--- src/rtl/rect_fill_engine.sv ---
// Rectangle-fill drawing engine: clips one command to the visible area and
// streams one frame-buffer write per pixel in raster order, honouring write stalls.
module rect_fill_engine #(
  parameter int HSYNC_BITS = 11,
  parameter int VSYNC_BITS = 11,
  parameter int HD         = 1280,
  parameter int VD         = 1024
) (
  input  logic                  clk,
  input  logic                  arstn,
  input  logic                  cmd_valid_i,
  output logic                  cmd_ready_o,
  input  logic [HSYNC_BITS-1:0] cmd_x0_i,
  input  logic [VSYNC_BITS-1:0] cmd_y0_i,
  input  logic [HSYNC_BITS-1:0] cmd_x1_i,
  input  logic [VSYNC_BITS-1:0] cmd_y1_i,
  input  logic [1:0]            cmd_color_i,
  input  logic                  wr_ready_i,
  output logic                  we_o,
  output logic [HSYNC_BITS-1:0] addr_x_o,
  output logic [VSYNC_BITS-1:0] addr_y_o,
  output logic [1:0]            color_o,
  output logic                  busy_o,
  output logic                  done_o,
  output logic                  empty_o
);

  localparam logic [HSYNC_BITS-1:0] X_LIMIT = HSYNC_BITS'(HD - 1);
  localparam logic [VSYNC_BITS-1:0] Y_LIMIT = VSYNC_BITS'(VD - 1);

  typedef enum logic [1:0] {IDLE, FILL, DONE} state_t;

  state_t state, state_n;

  logic [HSYNC_BITS-1:0] x0_q, x0_n;
  logic [HSYNC_BITS-1:0] cx1_q, cx1_n;
  logic [VSYNC_BITS-1:0] cy1_q, cy1_n;
  logic [HSYNC_BITS-1:0] addr_x_n;
  logic [VSYNC_BITS-1:0] addr_y_n;
  logic [1:0]            color_n;
  logic                  we_n, done_n, empty_n, ready_n, busy_n;

  logic                  accept;
  logic [HSYNC_BITS-1:0] clip_x1;
  logic [VSYNC_BITS-1:0] clip_y1;
  logic                  clip_empty;

  assign accept = cmd_valid_i & cmd_ready_o;

  // Clipping only shrinks the far corner; a start beyond the limit falls out
  // naturally as an empty rectangle because x0 > clipped x1.
  assign clip_x1    = (cmd_x1_i > X_LIMIT) ? X_LIMIT : cmd_x1_i;
  assign clip_y1    = (cmd_y1_i > Y_LIMIT) ? Y_LIMIT : cmd_y1_i;
  assign clip_empty = (cmd_x0_i > clip_x1) || (cmd_y0_i > clip_y1);

  always_comb begin
    state_n  = state;
    x0_n     = x0_q;
    cx1_n    = cx1_q;
    cy1_n    = cy1_q;
    addr_x_n = addr_x_o;
    addr_y_n = addr_y_o;
    color_n  = color_o;
    we_n     = we_o;
    done_n   = 1'b0;
    empty_n  = 1'b0;

    case (state)
      IDLE: begin
        if (accept) begin
          x0_n  = cmd_x0_i;
          cx1_n = clip_x1;
          cy1_n = clip_y1;
          if (clip_empty) begin
            state_n = DONE;
            done_n  = 1'b1;
            empty_n = 1'b1;
          end else begin
            state_n  = FILL;
            we_n     = 1'b1;
            addr_x_n = cmd_x0_i;
            addr_y_n = cmd_y0_i;
            color_n  = cmd_color_i;
          end
        end
      end
      FILL: begin
        // Compare before incrementing so the counters never step past the clip limit.
        if (wr_ready_i) begin
          if (addr_x_o < cx1_q) begin
            addr_x_n = addr_x_o + HSYNC_BITS'(1);
          end else if (addr_y_o < cy1_q) begin
            addr_x_n = x0_q;
            addr_y_n = addr_y_o + VSYNC_BITS'(1);
          end else begin
            we_n    = 1'b0;
            state_n = DONE;
            done_n  = 1'b1;
          end
        end
      end
      DONE: begin
        state_n = IDLE;
      end
      default: begin
        state_n = IDLE;
        we_n    = 1'b0;
      end
    endcase

    ready_n = (state_n == IDLE);
    busy_n  = (state_n != IDLE);
  end

  always_ff @(posedge clk) begin
    if (!arstn) begin
      state       <= IDLE;
      x0_q        <= '0;
      cx1_q       <= '0;
      cy1_q       <= '0;
      addr_x_o    <= '0;
      addr_y_o    <= '0;
      color_o     <= '0;
      we_o        <= 1'b0;
      done_o      <= 1'b0;
      empty_o     <= 1'b0;
      cmd_ready_o <= 1'b1;
      busy_o      <= 1'b0;
    end else begin
      state       <= state_n;
      x0_q        <= x0_n;
      cx1_q       <= cx1_n;
      cy1_q       <= cy1_n;
      addr_x_o    <= addr_x_n;
      addr_y_o    <= addr_y_n;
      color_o     <= color_n;
      we_o        <= we_n;
      done_o      <= done_n;
      empty_o     <= empty_n;
      cmd_ready_o <= ready_n;
      busy_o      <= busy_n;
    end
  end

endmodule

--- config.mk ---
export PLATFORM = sky130hd
export DESIGN_NAME = rect_fill_engine
export DESIGN_NICKNAME = d
export VERILOG_FILES = /design/src/rtl/rect_fill_engine.sv
export SDC_FILE = /design/constraint.sdc
export NUM_CORES = 1
export LEC_CHECK = 0
export BUFFER_PORTS_ARGS = -buffer_cell sky130_fd_sc_hd__buf_2
export CAP_MARGIN = 20
export CORE_UTILIZATION = 60
export CTS_BUF_LIST = sky130_fd_sc_hd__clkbuf_16
export DETAILED_ROUTE_END_ITERATION = 10
export PLACE_DENSITY = 0.86
export SLEW_MARGIN = 10
export SYNTH_ARGS = -nofsm -noshare
export SYNTH_HDL_FRONTEND = slang
export SYNTH_SLANG_ARGS = --single-unit
--- constraint.sdc ---
create_clock -name clk -period 6 [get_ports clk]
set_input_delay 0 -clock clk [delete_from_list [all_inputs] [get_ports clk]]
set_output_delay 0 -clock clk [all_outputs]
set_load 0.02 [all_outputs]
==> flow_summary_export.csv <==
group,metric,value,unit
floorplan,fp.dieW,84.2,um
floorplan,core,0.00642,mm2
setup_path,cpPeakStageDelay,0.92,ns
placement,post-dp-hpwl,7.76,mm
sta,max_slew_margin,23.1,%
setup_path,r2r_cells,10,
setup_path,crit_path_end_kind,"register",
layout,syn_to_final_growth,22.4,%
global_route,grt_usage,32.9,%
sta,post-route-min-period,3.58,ns
clock_network,clk_latency,0.34,ns
route,ant_nets,0,
global_route,grt-ovfl-total,0,
layout,drive_gt1_share,17.1,%
hold_path,hp-class,"in2reg",
route,wire_per_inst,17.3,um
setup_path,crit_family,"simple AND/OR/NAND/NOR gates",
setup_path,crit_chain,"dlygate4sd3_1 > buf_2 > inv_1 > nor2_1 > nor2_1 > ha_1 > nand4_1 > nor2_1 > o2bb2ai_1 > o31a_1 > nor3_1 > nor2_2 > a211o_1 > a21boi_0",
route,vias_per_cell,6.10,
setup_path,path_class,"in2reg",
setup_path,timing.rr.end,"addr_x_o[0]",
setup_path,rrSetupSlack,2.88,ns
setup_path,required,6.26,ns
setup_path,r2r_start,"addr_x_o[2]",
route,drt_first_iter_violations,438,
floorplan,start_util,63.1,%
floorplan,dieArea,0.00709,mm2
hold_path,whs_path_depth,4,
yosys,synth_edf_count,0,
sta,hold_viol_final,0,
status,violations,"design-rule violations",
clock_network,cts_tree,"done",
layout,antennaDiodeCount,0,
sta,rsz0062_at_grt,"false",
setup_path,cpMostUsedCell,"nor2_1",
layout,design_area,0.00496,mm2
yosys,synthCells,500,
clock_network,clock-root-buffer,"clkbuf_16",
hold_path,min_from,"cmd_x1_i[3]",
clock_network,numCtsBuffers,9,
setup_path,crit_buf_inv,3,
sta,fin_skew,0.00609,ns
layout,seq_area,0.00128,mm2
yosys,syn_nets,594,
global_route,antenna_found_initial,0,
layout,multi_input_area,0.00257,mm2
setup_path,cpMaxStageDelayCell,"nor3_1",
layout,fin_nets,679,
sta,worst_slew_pin_slew,1.14,ns
clock_network,post_cts_buffers,0,
yosys,syn_area,0.00405,mm2
yosys,async_flop_share,0,%
sta,whs,0.00402,ns
global_route,grt_first_pass_wirelength,18.1,mm
setup_path,critPathArrivalTime,3.84,ns
floorplan,die_y,84.2,um
yosys,synth_area_leaders,"dfxtp_1 (32%), ha_1 (14%), nand2_1 (6.5%), nor2_1 (5.4%), o211a_1 (4.2%)",
placement,place_ws,2.71,ns
yosys,syn_avg_cell_area,8.11,um2
placement,gp_congestion,0.909,
hold_path,hold_end,"cx1_q[3]",
sta,fin_crit_sh,59.6,%
sta,fmax,280,MHz
floorplan,rows,29,
status,outcome,"finished with violations",
route,drt-total-wl,11.6,mm
clock_network,cts_resized,0,
sta,finalWorstSetupSlack,2.42,ns
global_route,grt_start_max_net_pins,63,
yosys,ys_seq_area_share,31.6,%
yosys,synth_cell_types,51,
route,dr.pass1.iters,8,
yosys,synthFlopType,"dfxtp_1",
clock_network,clock-sinks,64,
setup_path,crit_fanout,9,
yosys,yosysTopAreaCell,"dfxtp_1",
pwr,peakVddDrop,210,uV
route,dr_total_vias,4068,
route,drc_errors,11,
floorplan,pin_count,79,
placement,io_buffers,78,
yosys,synth_top_area_share,31.6,%
pwr,p_leak,2.50,nW
sta,finalSetupViolations,0,
job,maxCapViolCount,0,
sta,slew_viol_final,0,
yosys,ys_ff_latch,64,
yosys,ys_warn_count,0,
clock_network,clk_pin_slew_worst_paths,0.05,ns
pwr,p_per_area,293,mW/mm2
placement,post_dp_cell_area,0.00445,mm2
global_route,grt_pass1_vias,3753,
clock_network,htreeDepth,3,
layout,fill_cells,445,
pwr,fin_total_pwr,1.46,mW
clock_network,clockBufferDepth,2,
setup_path,crit_path_start_kind,"input port",
sta,setup_tns,0,ns
## cells in the final DEF, fill, tap and decap left out, types with 17 or more instances in the layout
| cell type | count |
|---|---|
| dlygate4sd3_1 | 19 |
| dfxtp_1 | 64 |
| a21oi_1 | 22 |
| ha_1 | 44 |
| nor2_1 | 58 |
| inv_1 | 27 |
| nand2_1 | 70 |
| buf_2 | 78 |
| o211a_1 | 17 |
| a21boi_0 | 19 |
| o21ai_0 | 21 |
## flip-flops by register name (all words and copies together), names as in the netlist
signal,flops
cx1_q,11
cy1_q,11
addr_x_o,11
state,2
empty_o,1
color_o,2
busy_o,1
we_o,1
done_o,1
x0_q,11
addr_y_o,11
cmd_ready_o,1
## worst max path at each step
stage	from	end	slack [ns]	cells past startpoint
6_report	cmd_x1_i[10]	addr_y_o[0]	2.42	14
3_5_place_dp	cmd_x1_i[10]	addr_y_o[0]	2.71	13
5_1_grt	cmd_x1_i[10]	addr_y_o[0]	2.07	14
4_1_cts	cmd_x1_i[10]	addr_y_o[0]	2.53	14
2_1_floorplan	addr_x_o[2]	addr_y_o[8]	3.09	10
3_3_place_gp	cmd_x1_i[10]	addr_x_o[0]	2.83	13
## repair_timing
item,4_1_cts,5_1_grt
hold buffers,19,0
hold endpoints to repair,21,0
endpoints found under the setup margin,0,0
## per-layer routing
| layer | wire length [um] | GRT usage [%] |
|---|---|---|
| met3 | 951 | 8.46 |
| met2 | 5470 | 53.7 |
| met4 | 412 | 17.1 |
| met5 | 0 | 0 |
| met1 | 4710 | 40.2 |
## power breakdown
group	internal (mW)	switching, mW	total (mW)
registers	0.468	0.0413	0.509
clock network	0.359	0.200	0.559
logic	0.160	0.228	0.388
total	0.987	0.469	1.46
## cell families (layout without fill, tap and decap cells)
| family | after synthesis | after routing | synth area share [%] |
|---|---|---|---|
| adders and majority gates | 44 | 44 | 13.6 |
| muxes | 14 | 14 | 3.46 |
| AOI/OAI and AO/OA | 135 | 135 | 24.6 |
| other | 1 | 1 | 0.0925 |
| buffers and inverters | 53 | 143 | 5.31 |
| and+or+nand+nor | 186 | 186 | 20.7 |
| xor gates and xnor gates | 3 | 3 | 0.648 |
| DFF | 64 | 64 | 31.6 |
## worst reg2reg max path: cells and delay by family (launching register included)
family,cells,cell delay (ns)
buffers and inverters,1,0.34
flip-flops,1,0.49
AND/OR/NAND/NOR,2,0.33
adder cells (fa/ha/maj),1,0.30
AO/OA/AOI/OAI,6,1.55
## per-stage QoR
| stage | utilization [%] | cells |
|---|---|---|
| after global placement | 69.4 | 632 |
| final | 77.2 | 667 |
| after floorplan | - | 500 |
| after global routing | 77.2 | 667 |
| after CTS | 77.2 | 667 |
| after detailed placement | 69.4 | 632 |
## synthesized netlist by cell type, types with 4 or more instances
library cell,n
a211o_1,10
a211oi_1,4
a21boi_0,19
a21boi_1,5
a21o_1,5
a21oi_1,22
a22oi_1,4
and3_1,14
clkbuf_1,22
dfxtp_1,64
ha_1,44
inv_1,27
mux2i_1,14
nand2_1,70
nand2b_1,5
nand3_1,8
nand4_1,6
nor2_1,58
nor2b_1,4
nor3_1,5
o211a_1,17
o21a_1,9
o21ai_0,21
## cell type report
class,instances,share of cell area [%]
multi-input cells,383,51.8
well taps,77,1.94
clock inverters,7,1.74
clock buffers,9,4.54
flip-flops and latches,64,25.8
repair buffers,100,12.2
inverters,27,2.04
No activity file was read; power rests on OpenSTA's default activity.
